`config.mk`:
```
export PLATFORM = sky130hd
export DESIGN_NAME = snake_game_ctrl_flat
export DESIGN_NICKNAME = d
export VERILOG_FILES = /design/src/rtl/snake_game_if.sv /design/src/rtl/snake_game_ctrl.sv /design/src/flat_wrapper.sv
export SDC_FILE = /design/constraint.sdc
export NUM_CORES = 1
export LEC_CHECK = 0
export ABC_AREA = 1
export CAP_MARGIN = 20
export CORE_MARGIN = 3
export CORE_UTILIZATION = 49
export CTS_CLUSTER_DIAMETER = 150
export DETAILED_ROUTE_END_ITERATION = 10
export PLACE_DENSITY = 0.69
export SLEW_MARGIN = 20
export SYNTH_ARGS = -nofsm -noshare
export SYNTH_HDL_FRONTEND = slang
export SYNTH_SLANG_ARGS = --single-unit
```
`constraint.sdc`:
```
create_clock -name clk -period 2.5 [get_ports clk]
set_input_delay 0.375 -clock clk [delete_from_list [all_inputs] [get_ports clk]]
set_output_delay 0.375 -clock clk [all_outputs]
set_load 0.02 [all_outputs]
```
`src/rtl/snake_game_if.sv`:
```
// Handshake and status bundle between the snake game sequencer and its surroundings.
// master: the sequencer side; slave: debouncers, snake_body and display side.
interface snake_game_if #(
  parameter int unsigned H_LOGIC_WIDTH = 5,
  parameter int unsigned V_LOGIC_WIDTH = 5
);
  logic                     btn_start;
  logic                     btn_pause;
  logic [1:0]               key_dir;
  logic                     key_vld;
  logic                     snake_score;
  logic                     collide;
  logic                     body_rst;
  logic                     body_enb;
  logic                     body_valid;
  logic [1:0]               body_dir;
  logic [H_LOGIC_WIDTH-1:0] preyx;
  logic [V_LOGIC_WIDTH-1:0] preyy;
  logic [7:0]               score;
  logic [1:0]               game_state;

  modport master (
    input  btn_start, btn_pause, key_dir, key_vld, snake_score, collide,
    output body_rst, body_enb, body_valid, body_dir, preyx, preyy, score, game_state
  );

  modport slave (
    output btn_start, btn_pause, key_dir, key_vld, snake_score, collide,
    input  body_rst, body_enb, body_valid, body_dir, preyx, preyy, score, game_state
  );
endinterface

```
`src/rtl/snake_game_ctrl.sv`:
```
// Snake game sequencer: start/play/pause/over FSM, move strobe, direction filter, prey and score.
// Optional SNAKE_SPEEDUP_EN shortens the move period as the score grows.
module snake_game_ctrl #(
  parameter int unsigned TICK_PERIOD   = 25_000_000,
  parameter int unsigned TICK_WIDTH    = 25,
  parameter int unsigned INIT_CYCLES   = 4,
  parameter logic [7:0]  SCORE_MAX     = 8'd125,
  parameter int unsigned H_LOGIC_WIDTH = 5,
  parameter int unsigned V_LOGIC_WIDTH = 5,
  parameter int unsigned H_LOGIC_MAX   = 31,
  parameter int unsigned V_LOGIC_MAX   = 23
`ifdef SNAKE_SPEEDUP_EN
  ,
  parameter int unsigned SPEEDUP_STEP  = 500_000,
  parameter int unsigned TICK_MIN      = 5_000_000
`endif
) (
  input logic              clk,
  input logic              rst,
  snake_game_if.master     bus_io
);

  localparam int unsigned InitW = (INIT_CYCLES > 1) ? $clog2(INIT_CYCLES) : 1;
  localparam logic [1:0]  DirRight = 2'b01;

  typedef enum logic [2:0] {StIdle, StInit, StPlay, StPause, StOver} state_e;

  state_e                   state_q, state_d;
  logic [TICK_WIDTH-1:0]    tick_q, tick_d, period;
  logic [InitW-1:0]         init_q, init_d;
  logic                     restart_q, restart_d;
  logic [15:0]              lfsr_q, lfsr_d;
  logic [1:0]               pending_q, pending_d, dir_q, dir_d;
  logic [7:0]               score_q, score_d;
  logic [H_LOGIC_WIDTH-1:0] preyx_q, preyx_d;
  logic [V_LOGIC_WIDTH-1:0] preyy_q, preyy_d, prey_row;
  logic                     body_rst_q, body_rst_d, body_enb_q, body_enb_d;
  logic                     body_valid_q, body_valid_d;
  logic [1:0]               gstate_q, gstate_d;

`ifdef SNAKE_SPEEDUP_EN
  logic [TICK_WIDTH-1:0] period_q, period_d, period_next;
  logic [31:0]           spd_prod;
  assign spd_prod    = 32'(score_q) * SPEEDUP_STEP;
  assign period_next = (spd_prod + TICK_MIN >= TICK_PERIOD) ? TICK_WIDTH'(TICK_MIN)
                                                             : TICK_WIDTH'(TICK_PERIOD - spd_prod);
  assign period      = period_q;
`else
  assign period = TICK_WIDTH'(TICK_PERIOD);
`endif

  assign prey_row = lfsr_q[H_LOGIC_WIDTH +: V_LOGIC_WIDTH];

  always_comb begin
    state_d      = state_q;
    tick_d       = tick_q;
    init_d       = init_q;
    restart_d    = restart_q;
    pending_d    = pending_q;
    dir_d        = dir_q;
    score_d      = score_q;
    preyx_d      = preyx_q;
    preyy_d      = preyy_q;
    body_valid_d = 1'b0;
    lfsr_d       = {1'b0, lfsr_q[15:1]} ^ (lfsr_q[0] ? 16'hB400 : 16'h0000);
`ifdef SNAKE_SPEEDUP_EN
    period_d     = period_q;
`endif

    unique case (state_q)
      StIdle: begin
        // restart_q carries an OVER-state start through the one-cycle body reset
        if (bus_io.btn_start || restart_q) begin
          state_d   = StInit;
          restart_d = 1'b0;
        end
      end
      StInit: begin
        if (init_q == InitW'(INIT_CYCLES - 1)) state_d = StPlay;
        else                                   init_d  = init_q + 1'b1;
      end
      StPlay: begin
        if (bus_io.snake_score) begin
          score_d = (score_q == 8'hFF) ? score_q : score_q + 8'd1;
          preyx_d = H_LOGIC_WIDTH'(32'(lfsr_q[H_LOGIC_WIDTH-1:0]) % (H_LOGIC_MAX + 1));
          preyy_d = (32'(prey_row) > V_LOGIC_MAX) ? prey_row - V_LOGIC_WIDTH'(8) : prey_row;
        end
        if (bus_io.collide || (bus_io.snake_score && score_d >= SCORE_MAX)) state_d = StOver;
        else if (bus_io.btn_pause)                                          state_d = StPause;
        if (bus_io.key_vld && (bus_io.key_dir != ~dir_q)) pending_d = bus_io.key_dir;
        // tick freezes on the cycle the game leaves PLAY so a resume continues where it stopped
        if (state_d == StPlay) begin
          if (tick_q == period - TICK_WIDTH'(1)) begin
            tick_d       = '0;
            body_valid_d = 1'b1;
            dir_d        = pending_d;
`ifdef SNAKE_SPEEDUP_EN
            period_d     = period_next;
`endif
          end else begin
            tick_d = tick_q + 1'b1;
          end
        end
      end
      StPause: begin
        if (bus_io.btn_pause) state_d = StPlay;
      end
      StOver: begin
        if (bus_io.btn_start) begin
          state_d   = StIdle;
          restart_d = 1'b1;
        end
      end
      default: state_d = StIdle;
    endcase

    if (state_d == StInit && state_q != StInit) begin
      init_d    = '0;
      tick_d    = '0;
      score_d   = 8'd0;
      dir_d     = DirRight;
      pending_d = DirRight;
`ifdef SNAKE_SPEEDUP_EN
      period_d  = TICK_WIDTH'(TICK_PERIOD);
`endif
    end

    body_rst_d = (state_d == StIdle);
    body_enb_d = (state_d == StPlay);
    unique case (state_d)
      StPlay:  gstate_d = 2'b01;
      StPause: gstate_d = 2'b10;
      StOver:  gstate_d = 2'b11;
      default: gstate_d = 2'b00;
    endcase
  end

  always_ff @(posedge clk or posedge rst) begin
    if (rst) begin
      state_q      <= StIdle;
      tick_q       <= '0;
      init_q       <= '0;
      restart_q    <= 1'b0;
      lfsr_q       <= 16'hACE1;
      pending_q    <= DirRight;
      dir_q        <= DirRight;
      score_q      <= 8'd0;
      preyx_q      <= H_LOGIC_WIDTH'(20);
      preyy_q      <= V_LOGIC_WIDTH'(11);
      body_rst_q   <= 1'b1;
      body_enb_q   <= 1'b0;
      body_valid_q <= 1'b0;
      gstate_q     <= 2'b00;
`ifdef SNAKE_SPEEDUP_EN
      period_q     <= TICK_WIDTH'(TICK_PERIOD);
`endif
    end else begin
      state_q      <= state_d;
      tick_q       <= tick_d;
      init_q       <= init_d;
      restart_q    <= restart_d;
      lfsr_q       <= lfsr_d;
      pending_q    <= pending_d;
      dir_q        <= dir_d;
      score_q      <= score_d;
      preyx_q      <= preyx_d;
      preyy_q      <= preyy_d;
      body_rst_q   <= body_rst_d;
      body_enb_q   <= body_enb_d;
      body_valid_q <= body_valid_d;
      gstate_q     <= gstate_d;
`ifdef SNAKE_SPEEDUP_EN
      period_q     <= period_d;
`endif
    end
  end

  assign bus_io.body_rst   = body_rst_q;
  assign bus_io.body_enb   = body_enb_q;
  assign bus_io.body_valid = body_valid_q;
  assign bus_io.body_dir   = dir_q;
  assign bus_io.preyx      = preyx_q;
  assign bus_io.preyy      = preyy_q;
  assign bus_io.score      = score_q;
  assign bus_io.game_state = gstate_q;

endmodule
```
`src/flat_wrapper.sv`:
```
// flat-port wrapper written by rule: the top's interface ports become plain ports
module snake_game_ctrl_flat 
#(
  parameter int unsigned TICK_PERIOD   = 25_000_000,
  parameter int unsigned TICK_WIDTH    = 25,
  parameter int unsigned INIT_CYCLES   = 4,
  parameter logic [7:0]  SCORE_MAX     = 8'd125,
  parameter int unsigned H_LOGIC_WIDTH = 5,
  parameter int unsigned V_LOGIC_WIDTH = 5,
  parameter int unsigned H_LOGIC_MAX   = 31,
  parameter int unsigned V_LOGIC_MAX   = 23

)
  (clk, rst, bus_io_btn_start, bus_io_btn_pause, bus_io_key_dir, bus_io_key_vld, bus_io_snake_score, bus_io_collide, bus_io_body_rst, bus_io_body_enb, bus_io_body_valid, bus_io_body_dir, bus_io_preyx, bus_io_preyy, bus_io_score, bus_io_game_state);
  snake_game_if #(.H_LOGIC_WIDTH(H_LOGIC_WIDTH), .V_LOGIC_WIDTH(V_LOGIC_WIDTH)) bus_io_i ();
  input logic clk;
  input logic rst;
  input wire logic [$bits(bus_io_i.btn_start)-1:0] bus_io_btn_start;
  input wire logic [$bits(bus_io_i.btn_pause)-1:0] bus_io_btn_pause;
  input wire logic [$bits(bus_io_i.key_dir)-1:0] bus_io_key_dir;
  input wire logic [$bits(bus_io_i.key_vld)-1:0] bus_io_key_vld;
  input wire logic [$bits(bus_io_i.snake_score)-1:0] bus_io_snake_score;
  input wire logic [$bits(bus_io_i.collide)-1:0] bus_io_collide;
  output wire logic [$bits(bus_io_i.body_rst)-1:0] bus_io_body_rst;
  output wire logic [$bits(bus_io_i.body_enb)-1:0] bus_io_body_enb;
  output wire logic [$bits(bus_io_i.body_valid)-1:0] bus_io_body_valid;
  output wire logic [$bits(bus_io_i.body_dir)-1:0] bus_io_body_dir;
  output wire logic [$bits(bus_io_i.preyx)-1:0] bus_io_preyx;
  output wire logic [$bits(bus_io_i.preyy)-1:0] bus_io_preyy;
  output wire logic [$bits(bus_io_i.score)-1:0] bus_io_score;
  output wire logic [$bits(bus_io_i.game_state)-1:0] bus_io_game_state;
  assign bus_io_i.btn_start = bus_io_btn_start;
  assign bus_io_i.btn_pause = bus_io_btn_pause;
  assign bus_io_i.key_dir = bus_io_key_dir;
  assign bus_io_i.key_vld = bus_io_key_vld;
  assign bus_io_i.snake_score = bus_io_snake_score;
  assign bus_io_i.collide = bus_io_collide;
  assign bus_io_body_rst = bus_io_i.body_rst;
  assign bus_io_body_enb = bus_io_i.body_enb;
  assign bus_io_body_valid = bus_io_i.body_valid;
  assign bus_io_body_dir = bus_io_i.body_dir;
  assign bus_io_preyx = bus_io_i.preyx;
  assign bus_io_preyy = bus_io_i.preyy;
  assign bus_io_score = bus_io_i.score;
  assign bus_io_game_state = bus_io_i.game_state;
  snake_game_ctrl #(.TICK_PERIOD(TICK_PERIOD), .TICK_WIDTH(TICK_WIDTH), .INIT_CYCLES(INIT_CYCLES), .SCORE_MAX(SCORE_MAX), .H_LOGIC_WIDTH(H_LOGIC_WIDTH), .V_LOGIC_WIDTH(V_LOGIC_WIDTH), .H_LOGIC_MAX(H_LOGIC_MAX), .V_LOGIC_MAX(V_LOGIC_MAX)) u_core (.clk(clk), .rst(rst), .bus_io(bus_io_i));
endmodule
```
# After elaboration in Yosys (flattened, before gate mapping)

Cells that the tools add are included.

Input port bits: 9
Flip-flop bits (word level): 74
Logic and storage cells: 92
Output and inout port bits: 25

Add/subtract/negate cells: 4
Bitwise logic cells: 2
Reduce and logical (&&, ||, !) cells: 17
Equal/unequal tests: 17
$lt $le $gt $ge: 2
Muxes and demuxes: 36

Operators with widths:

| operator                                             | number |
|---|---|
| 2-to-1 mux 25 bit                                    | 4 |
| 2-to-1 mux 8 bit                                     | 5 |
| adder 25 x 1 -> 25 bit (second input constant)       | 1 |
| == test 25 bit (second input constant)               | 1 |
| 2-to-1 mux 3 bit                                     | 7 |
| 2-to-1 mux 2 bit                                     | 10 |
| 2-to-1 mux 16 bit                                    | 1 |
| bitwise XOR 15 x 16 -> 16 bit                        | 1 |
| == test 3 x 2 -> 1 bit (second input constant)       | 5 |
| one-hot mux 3 bit (5 select lines)                   | 1 |
| nonzero test 2 bit                                   | 5 |
| adder 8 x 1 -> 8 bit (second input constant)         | 1 |
| == test 8 bit (second input constant)                | 1 |
| >= comparator 8 x 7 -> 1 bit (second input constant) | 1 |
| == test 3 x 1 -> 1 bit (second input constant)       | 2 |
| == test 3 bit (second input constant)                | 2 |
| logical NOT 3 bit                                    | 2 |
| one-hot mux 2 bit (3 select lines)                   | 1 |
| AND reduction 2 bit                                  | 3 |
| AND reduction 3 bit                                  | 2 |
| > comparator 5 bit (second input constant)           | 1 |
| 2-to-1 mux 1 bit                                     | 5 |
| 2-to-1 mux 5 bit                                     | 1 |
| subtractor 5 x 4 -> 5 bit (second input constant)    | 1 |
| other kinds (10)                                     | 14 |

# Logic depth before layout (Yosys ltp)

Gate-level depths: netlist of the first run.

Word-level depth: 14
Depth in mapped cells: 18
Gate-level depth less buffers: 17

# Worst setup path after synthesis of the first run

Ideal clock, no wire load.

Path type: flip-flop to flip-flop
From: register u_core.score_q[0] (netlist: u_core.bus_io.score[0])
To: register u_core.tick_q[22]
Clock period less this slack: 2.165 ns
Slack: 0.335 ns
Data arrival time: 2.045 ns
Required time: 2.381 ns
Setup time: 0.119 ns
Stages on the path, launching flop included: 19
Buffers on the path: 2
Path through: dfrtp_1 ha_1 inv_1 nor2_4 nand2_4 nand3_1 nand2_1 nand2_1 nand2_1 nor2_1 nand2_1 nand2_1 nand2_2 nand4_4 nand2_2 buf_6 buf_12 nand2_1 o21ai_2

Word-level cells in the longest chain between the ends: 14
Elaborated cells between the ends (all ways): 18
Those cells by class: add/sub (1); order compare (1); eq/ne (3); mux (7); reduce/logical (6)

RTL lines:

| element                                               | line                   | RTL |
|---|---|---|
| start: declaration                                    | snake_game_ctrl.sv:34  | `logic [7:0] score_q, score_d;` |
| start signal: assignment                              | snake_game_ctrl.sv:165 | `score_q <= score_d;` |
| adder 8 x 1 -> 8 bit or == test 8 bit (tied branches) | snake_game_ctrl.sv:84  | `score_d = (score_q == 8'hFF) ? score_q : score_q + 8'd1;` |
| 2-to-1 mux 8 bit                                      | snake_game_ctrl.sv:84  |  |
| 2-to-1 mux 8 bit *                                    | snake_game_ctrl.sv:83  | `if (bus_io.snake_score) begin` |
| 2-to-1 mux 8 bit *                                    | snake_game_ctrl.sv:70  | `unique case (state_q)` |
| >= comparator 8 x 7 -> 1 bit *                        | snake_game_ctrl.sv:88  | `if (bus_io.collide \|\| (bus_io.snake_score && score_d >= SCORE_MAX)) state_d = StOver;` |
| logical AND 1 bit *                                   | snake_game_ctrl.sv:88  |  |
| logical OR 1 bit *                                    | snake_game_ctrl.sv:88  |  |
| 2-to-1 mux 3 bit *                                    | snake_game_ctrl.sv:88  |  |
| 2-to-1 mux 3 bit *                                    | snake_game_ctrl.sv:70  |  |
| one-hot mux 3 bit (5 select lines)                    | snake_game_ctrl.sv:70  |  |
| == test 3 x 1 -> 1 bit                                | snake_game_ctrl.sv:117 | `if (state_d == StInit && state_q != StInit) begin` |
| logical AND 1 bit                                     | snake_game_ctrl.sv:117 |  |
| nonzero test 2 bit (no line)                          | n/a                    |  |
| AND reduction 2 bit (no line)                         | n/a                    |  |
| end signal: assignment                                | snake_game_ctrl.sv:159 | `tick_q <= tick_d;` |
| end: declaration                                      | snake_game_ctrl.sv:29  | `logic [TICK_WIDTH-1:0] tick_q, tick_d, period;` |

Every way passes the cells marked *; elsewhere a longest branch is shown, timed or not. The select of a mux whose other input is x is not followed.
A chain may end at the register's enable or synchronous reset.

# Worst setup path after layout of the first run

From: register u_core.score_q[1] (netlist: u_core.bus_io.score[1])
To: register u_core.tick_q[23]

The elaborated chain is that of the path after synthesis.

==> results_tabular.tex, run 1 <==
\begin{tabular}{lr}
\hline
Metric & Value \\
\hline
\multicolumn{2}{l}{\textbf{Global routing}} \\
\quad Met2 Usage GRT & 0.363 \\
\quad Maximum number of pins on one net before global-route repair & 32 \\
\quad Initial antenna violation count & 0 \\
\quad Number of global-route vias before repair & 3269 \\
\quad Met1 layer usage reported by global route & 0.291 \\
\quad Overall routing resource usage & 0.223 \\
\quad Global-route layer with the greatest usage & met2 \\
\quad Total grt overflow & 0 \\
\quad Global-route wire length before repair & 15600 µm \\
\quad Met3 track utilization from global routing & 0.0446 \\
\multicolumn{2}{l}{\textbf{Yosys}} \\
\quad FF+latch count, synth & 74 \\
\quad Async set-reset flop share out of synthesis & 1.00 \\
\quad Mean instance size in the synthesized netlist & 8.24 µm² \\
\quad Number of synthesized flops with an enable pin & 0 \\
\quad Ys flop type & sky130\_fd\_sc\_hd\_\_dfrtp\_1 \\
\quad Simple-gate share of the synthesized area & 0.302 \\
\quad Library cell with the largest summed area after synthesis & sky130\_fd\_sc\_hd\_\_dfrtp\_1 \\
\quad Fraction of the yosys area taken by sequential cells & 0.471 \\
\quad Share of the synthesized netlist area taken by xor and xnor gates & 0.0551 \\
\quad Count of yosys warnings during synthesis & 0 \\
\quad Share of the synthesized area in compound gates (AO/OA/AOI/OAI) & 0.0734 \\
\quad Netlist area before placement & 0.00397 mm² \\
\quad Synth area leaders & sky130\_fd\_sc\_hd\_\_dfrtp\_1, sky130\_fd\_sc\_hd\_\_nand2\_1, sky130\_fd\_sc\_hd\_\_dfstp\_2, sky130\_fd\_sc\_hd\_\_inv\_1, sky130\_fd\_sc\_hd\_\_xor2\_1 \\
\quad Post-synthesis net count & 496 \\
\quad Number of unique standard cell types used by synthesis & 36 \\
\quad Post-synthesis mux area share & 0 \\
\quad Synth top area share & 0.365 \\
\quad Synth Instances & 482 \\
\quad Adder-Cell Fraction of Synth Area & 0.0157 \\
\quad Largest family of logic cells by synthesized area & simple AND/OR/NAND/NOR gates \\
\multicolumn{2}{l}{\textbf{Drt}} \\
\quad Average wire per standard cell & 14.6 µm \\
\quad Via total after detailed routing & 3404 \\
\quad Mean number of vias per cell & 5.31 \\
\quad DRT iter0 DRCs & 135 \\
\quad DRC violation count after routing & 0 \\
\quad Drt pass-1 iters & 5 \\
\quad Final WL & 9350 µm \\
\quad Antenna violation net count after detailed routing & 0 \\
\multicolumn{2}{l}{\textbf{STA}} \\
\quad Final Critical Period & 2280 ps \\
\quad Highest achievable clock rate & 0.438 GHz \\
\quad Worst-Margin Slew & 634 ps \\
\quad Fin. max-slew vios & 0 \\
\quad Share of the clock period used by the worst path & 0.913 \\
\quad Final total negative setup slack & 0 ps \\
\quad Unrepaired setup endpoints after global routing & false \\
\quad Worst slew margin & 0.577 \\
\quad Hold slack final & 368 ps \\
\quad Number of setup violations in the final report & 0 \\
\quad Clock Skews & 11.5 ps \\
\quad Final Hold Viols & 0 \\
\multicolumn{2}{l}{\textbf{Power and ir drop}} \\
\quad Total Power Consumption & 3.81 mW \\
\quad Leakage Power & 2.06 nW \\
\quad VDD IR-drop max & 0.377 mV \\
\quad Power per standard cell area & 808 mW/mm² \\
\multicolumn{2}{l}{\textbf{Critical path}} \\
\quad Kind of end point of the critical path & flip-flop \\
\quad Crit path kind & reg2reg \\
\quad Startpoint Class & flip-flop \\
\quad Maximum fanout along the worst path & 15 \\
\quad Arrival time of data at the critical path endpoint & 2520 ps \\
\quad Data required, critical path & 2740 ps \\
\multicolumn{2}{l}{\textbf{Floorplanning}} \\
\quad Std-Cell Core Area & 0.00781 mm² \\
\quad Die Area & 0.00923 mm² \\
\quad Effective utilization at floorplan & 0.509 \\
\quad Die extent in y & 96.1 µm \\
\quad Io pins & 34 \\
\quad Die Width & 96.1 µm \\
\quad Site row count & 32 \\
\multicolumn{2}{l}{\textbf{Cells and area}} \\
\quad Leading cell type in the layout, fill and taps excluded & sky130\_fd\_sc\_hd\_\_nand2\_1 \\
\quad Ant diodes & 0 \\
\quad Non-filler cells, final & 641 \\
\quad Share of final-layout standard cells stronger than drive strength 1 & 0.148 \\
\quad Final cell utilization of the core & 0.604 \\
\quad Growth of design area from synthesis to finish & 18.6\% \\
\quad \# fillers & 704 \\
\quad Leading cell types in the layout, fill and taps excluded & sky130\_fd\_sc\_hd\_\_nand2\_1, sky130\_fd\_sc\_hd\_\_inv\_1, sky130\_fd\_sc\_hd\_\_dfrtp\_1 \\
\quad Total Nets Final & 548 \\
\multicolumn{2}{l}{\textbf{Clock tree}} \\
\quad Level count of the clock H-tree & 3 \\
\quad Clock sink count & 74 \\
\quad Cts bufs inserted & 9 \\
\quad Hold buffer count at cts & 0 \\
\quad Insertion delay of the later-clocked pin in the worst-skew pair & 360 ps \\
\quad Root Driver & sky130\_fd\_sc\_hd\_\_clkbuf\_8 \\
\quad Clock transition at the registers of the reported paths & 90 ps \\
\quad Buffers inserted by post-CTS timing repair & 0 \\
\quad Clock tree from TritonCTS & yes \\
\quad CTS Buffer Depth & 2 \\
\multicolumn{2}{l}{\textbf{Place}} \\
\quad Quantity of I/O buffers inserted on ports & 33 \\
\quad Count of placed standard cells including taps & 625 \\
\quad RePlAce Congestion & 0.968 \\
\quad Total half-perimeter wirelength after legalization and detailed placement & 6930 µm \\
\multicolumn{2}{l}{\textbf{Min path}} \\
\quad Path type of the worst min-delay path & reg2reg \\
\multicolumn{2}{l}{\textbf{Run}} \\
\quad Number of maximum-capacitance violations & 0 \\
\multicolumn{2}{l}{\textbf{Outcome}} \\
\quad Run status & complete, no violations \\
\hline
\end{tabular}
## state kept, by name, summed over array words and instances, names as in the netlist, 2 cells and up
name                      count
u_core.bus_io.body_dir        2
u_core.bus_io.game_state      2
u_core.bus_io.preyx           5
u_core.bus_io.preyy           5
u_core.bus_io.score           8
u_core.init_q                 2
u_core.lfsr_q                16
u_core.pending_q              2
u_core.state_q                3
u_core.tick_q                25
## critical path, stage by stage, from the launching register on
cell and delay [ps]:
sky130_fd_sc_hd__dfrtp_1 430, sky130_fd_sc_hd__ha_1 230, sky130_fd_sc_hd__inv_1 80, sky130_fd_sc_hd__nor2_4 170, sky130_fd_sc_hd__nand2_4 110, sky130_fd_sc_hd__nand3_1 90, sky130_fd_sc_hd__nand2_1 60, sky130_fd_sc_hd__nand2_1 80
sky130_fd_sc_hd__nand2_1 60, sky130_fd_sc_hd__nor2_1 90, sky130_fd_sc_hd__nand2_1 70, sky130_fd_sc_hd__nand2_1 70, sky130_fd_sc_hd__nand2_2 90, sky130_fd_sc_hd__nand4_4 90, sky130_fd_sc_hd__nand2_2 90, sky130_fd_sc_hd__buf_4 210
sky130_fd_sc_hd__nand2_1 70, sky130_fd_sc_hd__o21ai_0 70
## report_power, final
group	switching, mW	internal, mW	leakage [nW]
sequential	0.175	1.41	0.963
clock	0.497	0.500	0.105
combinational	0.765	0.460	0.996
## layout make-up
type / count / area [µm²] / area share
Clock buffer: 10 / 138 / 0.0292
Tap cell: 102 / 128 / 0.0271
Clock inverter: 6 / 75.1 / 0.0159
Timing Repair Buffer: 49 / 475 / 0.101
Inverter: 63 / 250 / 0.0531
Multi-Input combinational cell: 337 / 1770 / 0.376
Sequential cell: 74 / 1870 / 0.397
## stage by stage
step | worst slack [ps] | instance area [µm²]
final | 216 | 4710
after global routing | 0.643 | 4710
after CTS | 196 | 4710
after detailed placement | 150 | 4500
after global placement | 201 | 4500
after floorplan | 270 | 3970
## final timing paths
| kind | slack [ps] | end | cells after the start | startpoint |
|---|---|---|---|---|
| worst max-delay path | 220 | u_core.tick_q[23]$_DFFE_PP0P_ | 17 | u_core.bus_io.score[1]$_DFFE_PP0P_ |
| worst min-delay path | 370 | u_core.lfsr_q[11]$_DFF_PP1_ | 0 | u_core.lfsr_q[12]$_DFF_PP0_ |
| worst max register to register | 220 | u_core.tick_q[23]$_DFFE_PP0P_ | 17 | u_core.bus_io.score[1]$_DFFE_PP0P_ |
| worst min register to register | 370 | u_core.lfsr_q[11]$_DFF_PP1_ | 0 | u_core.lfsr_q[12]$_DFF_PP0_ |
| max in group asynchronous | 1400 | u_core.lfsr_q[15]$_DFF_PP1_ | 3 | rst |
| min in group asynchronous | 410 | u_core.lfsr_q[14]$_DFF_PP0_ | 2 | rst |
## synthesized netlist by cell type (10+ instances only)
cell / number
sky130_fd_sc_hd__dfrtp_1: 58
sky130_fd_sc_hd__nand3_1: 25
sky130_fd_sc_hd__nand4_1: 15
sky130_fd_sc_hd__nor4_1: 10
sky130_fd_sc_hd__xor2_1: 22
sky130_fd_sc_hd__o21ai_0: 22
sky130_fd_sc_hd__o21ai_2: 10
sky130_fd_sc_hd__nor2_1: 42
sky130_fd_sc_hd__dfstp_2: 16
sky130_fd_sc_hd__inv_1: 59
sky130_fd_sc_hd__nand2_1: 122
sky130_fd_sc_hd__nor3_1: 29
## cells by family (layout without fill, tap and decap cells)
kind of cell / Yosys count / in the layout
fa+ha+maj: 5 / 5
xor+xnor: 25 / 25
flops: 74 / 74
buf+inv: 71 / 128
simple gates: 260 / 260
compound gates: 47 / 47
## layer usage
| metal | vias up | part of all wire |
|---|---|---|
| li1 | 1676 | - |
| met1 | 1617 | 0.44 |
| met2 | 94 | 0.49 |
| met3 | 17 | 0.047 |
| met4 | 0 | 0.020 |
| met5 | - | 0 |
## repair_timing
| item | CTS | global route |
|---|---|---|
| endpoints found under the hold margin | 0 | 0 |
| resized for setup | 0 | 1 |
| setup endpoints to repair | 0 | 8 |
No activity file was read; power rests on OpenSTA's default activity.
==> run 2, diff against run 1 <==
- SETUP_SLACK_MARGIN: default -> 0.15
==> results_tabular.tex, run 2 (synthesis gave the netlist of run 1 again) <==
\begin{tabular}{lr}
\hline
Metric & Value \\
\hline
\multicolumn{2}{l}{\textbf{Floorplanning}} \\
\quad Die extent in y & 96.1 µm (unchanged) \\
\quad Site row count & 32 (unchanged) \\
\quad Die Area & 0.00923 mm² (unchanged) \\
\quad Effective utilization at floorplan & 0.509 (unchanged) \\
\quad Die Width & 96.1 µm (unchanged) \\
\quad Io pins & 34 (unchanged) \\
\quad Std-Cell Core Area & 0.00781 mm² (unchanged) \\
\multicolumn{2}{l}{\textbf{STA}} \\
\quad Fin. max-slew vios & 0 (unchanged) \\
\quad Final Critical Period & 2140 ps (-142 ps) \\
\quad Clock Skews & 13.7 ps (+2.25 ps) \\
\quad Final Hold Viols & 0 (unchanged) \\
\quad Number of setup violations in the final report & 0 (unchanged) \\
\quad Final total negative setup slack & 0 ps (unchanged) \\
\quad Share of the clock period used by the worst path & 0.856 (-0.0569) \\
\quad Worst slew margin & 0.577 (about the same) \\
\quad Unrepaired setup endpoints after global routing & false \\
\quad Worst-Margin Slew & 634 ps (-0.391 ps) \\
\quad Highest achievable clock rate & 0.467 GHz (+6.6\%) \\
\multicolumn{2}{l}{\textbf{Power and ir drop}} \\
\quad VDD IR-drop max & 0.380 mV (+0.80\%) \\
\quad Power per standard cell area & 814 mW/mm² (+0.74\%) \\
\quad Total Power Consumption & 3.87 mW (+1.5\%) \\
\quad Leakage Power & 2.08 nW (+0.88\%) \\
\multicolumn{2}{l}{\textbf{Drt}} \\
\quad Wire length on met3 & 383 µm (-14\%) \\
\quad DRT iter0 DRCs & 127 (-5.9\%) \\
\quad Average wire per standard cell & 14.6 µm (+0.26\%) \\
\quad Max layer used & met4 \\
\quad Final WL & 9440 µm (+0.89\%) \\
\quad DRC violation count after routing & 0 (unchanged) \\
\quad Wire length on met2 & 4600 µm (+0.90\%) \\
\quad Wl on met1 & 4230 µm (+1.7\%) \\
\quad Mean number of vias per cell & 5.29 (-0.39\%) \\
\quad Drt pass-1 iters & 4 (-1) \\
\quad Antenna violation net count after detailed routing & 0 (unchanged) \\
\quad Via total after detailed routing & 3412 (+0.24\%) \\
\multicolumn{2}{l}{\textbf{Cells and area}} \\
\quad Leading cell types in the layout, fill and taps excluded & sky130\_fd\_sc\_hd\_\_nand2\_1, sky130\_fd\_sc\_hd\_\_inv\_1, sky130\_fd\_sc\_hd\_\_dfrtp\_1 \\
\quad Ant diodes & 0 (unchanged) \\
\quad Share of final-layout standard cells stronger than drive strength 1 & 0.158 (+0.00996) \\
\quad Growth of design area from synthesis to finish & 19.6\% \\
\quad Total Nets Final & 552 (+0.73\%) \\
\quad Most flops, register & u\_core.tick\_q \\
\quad Leading cell type in the layout, fill and taps excluded & sky130\_fd\_sc\_hd\_\_nand2\_1 \\
\quad Number of flip-flops in the largest register & 25 (unchanged) \\
\multicolumn{2}{l}{\textbf{Clock tree}} \\
\quad Insertion delay of the later-clocked pin in the worst-skew pair & 360 ps (about the same) \\
\quad Clock transition at the registers of the reported paths & 80 ps (about the same) \\
\quad Root Driver & sky130\_fd\_sc\_hd\_\_clkbuf\_8 \\
\quad Clock sink count & 74 (unchanged) \\
\quad Hold buffer count at cts & 0 (unchanged) \\
\quad Level count of the clock H-tree & 3 (unchanged) \\
\quad Cts bufs inserted & 9 (unchanged) \\
\quad CTS Buffer Depth & 2 (unchanged) \\
\quad Clock tree from TritonCTS & yes \\
\multicolumn{2}{l}{\textbf{Global routing}} \\
\quad Global-route wire length before repair & 15600 µm (unchanged) \\
\quad Maximum number of pins on one net before global-route repair & 32 (unchanged) \\
\quad Total grt overflow & 0 (unchanged) \\
\quad Overall routing resource usage & 0.223 (unchanged) \\
\quad Number of global-route vias before repair & 3269 (unchanged) \\
\quad Initial antenna violation count & 0 (unchanged) \\
\multicolumn{2}{l}{\textbf{Critical path}} \\
\quad Data required, critical path & 2740 ps (about the same) \\
\quad Peak per-stage delay on the critical path & 400 ps (-30 ps) \\
\quad CP max stage cell & sky130\_fd\_sc\_hd\_\_dfrtp\_2 \\
\quad Arrival time of data at the critical path endpoint & 2380 ps (-140 ps) \\
\quad Critical-path cell list & ha\_2 > inv\_1 > nor2\_4 > nand2\_4 > nand3\_1 > nand2\_1 > nand2\_1 > nand2\_1 > nor2\_1 > nand2\_1 > nand2\_1 > nand2\_2 > nand4\_4 > nand2\_2 > buf\_6 > nand2\_1 > o21ai\_0 \\
\quad Startpoint Class & flip-flop \\
\quad Maximum fanout along the worst path & 15 (unchanged) \\
\quad Crit path kind & reg2reg \\
\quad Cell with the most instances on the worst path & sky130\_fd\_sc\_hd\_\_nand2\_1 \\
\quad Kind of end point of the critical path & flip-flop \\
\multicolumn{2}{l}{\textbf{Run}} \\
\quad Number of maximum-capacitance violations & 0 (unchanged) \\
\multicolumn{2}{l}{\textbf{Place}} \\
\quad Quantity of I/O buffers inserted on ports & 33 (unchanged) \\
\quad RePlAce Congestion & 0.968 (unchanged) \\
\quad Total half-perimeter wirelength after legalization and detailed placement & 6930 µm (unchanged) \\
\multicolumn{2}{l}{\textbf{Outcome}} \\
\quad Run status & complete, no violations \\
\multicolumn{2}{l}{\textbf{Min path}} \\
\quad Path type of the worst min-delay path & reg2reg \\
\hline
\end{tabular}
## run 2: critical path: cells and delay by family, from the launching register on
kind,cells,cell delay [ps]
flip-flops,1,400
AO/OA/AOI/OAI,1,70
adder cells (fa/ha/maj),1,210
AND/OR/NAND/NOR,13,1100
buffers and inverters,2,240
## run 2: layout make-up
| cell class | count | area, µm² |
|---|---|---|
| tap | 102 | 128 |
| clock inverter | 6 | 75.1 |
| clock buffer | 10 | 138 |
| inverter | 63 | 250 |
| fill | 700 | 3060 |
| timing repair buffer | 53 | 509 |
| multi-input combinational | 337 | 1780 |
| sequential | 74 | 1870 |
## run 2: timing repair
action,4_1_cts,5_1_grt
gates resized for setup,0,6
buffers inserted,0,4
setup endpoints to repair,0,30
## run 2: path summary, 6_finish.rpt
path,from,end,slack (ps),cells past startpoint
setup / recovery,u_core.bus_io.score[0]$_DFFE_PP0P_,u_core.tick_q[23]$_DFFE_PP0P_,360,17
hold / removal,u_core.lfsr_q[12]$_DFF_PP0_,u_core.lfsr_q[11]$_DFF_PP1_,370,0
setup reg to reg,u_core.bus_io.score[0]$_DFFE_PP0P_,u_core.tick_q[23]$_DFFE_PP0P_,360,17
hold reg to reg,u_core.lfsr_q[12]$_DFF_PP0_,u_core.lfsr_q[11]$_DFF_PP1_,370,0
max in group asynchronous,rst,u_core.lfsr_q[15]$_DFF_PP1_,1400,3
min in group asynchronous,rst,u_core.lfsr_q[14]$_DFF_PP0_,420,2
## run 2: stage by stage
stage	cell area, µm²	setup WS, ps	hold slack (ps)	instances	utilization
2_1_floorplan	3970	270	333	482	-
3_3_place_gp	4500	201	341	625	0.576
3_5_place_dp	4500	150	354	625	0.576
4_1_cts	4710	196	374	641	0.604
5_1_grt	4750	140	374	645	0.608
6_report	4750	359	368	645	0.608
## run 2: per-layer routing
layer	GRT usage	up-vias
li1	-	1680
met1	0.291	1641
met2	0.363	70
met3	0.0446	21
met4	0.0853	0
met5	0	-
## run 2: power breakdown
part           total (mW)  internal, mW  switching [mW]
clock               0.998         0.500           0.498
sequential           1.58          1.41           0.169
combinational        1.29         0.502           0.786
total                3.87          2.41            1.45
==> run 3, diff against run 2 <==
- SLEW_MARGIN: 20 -> 10
==> results of run 3 <==
Same layout as run 2: the final DEF is identical, and so are final timing and power.
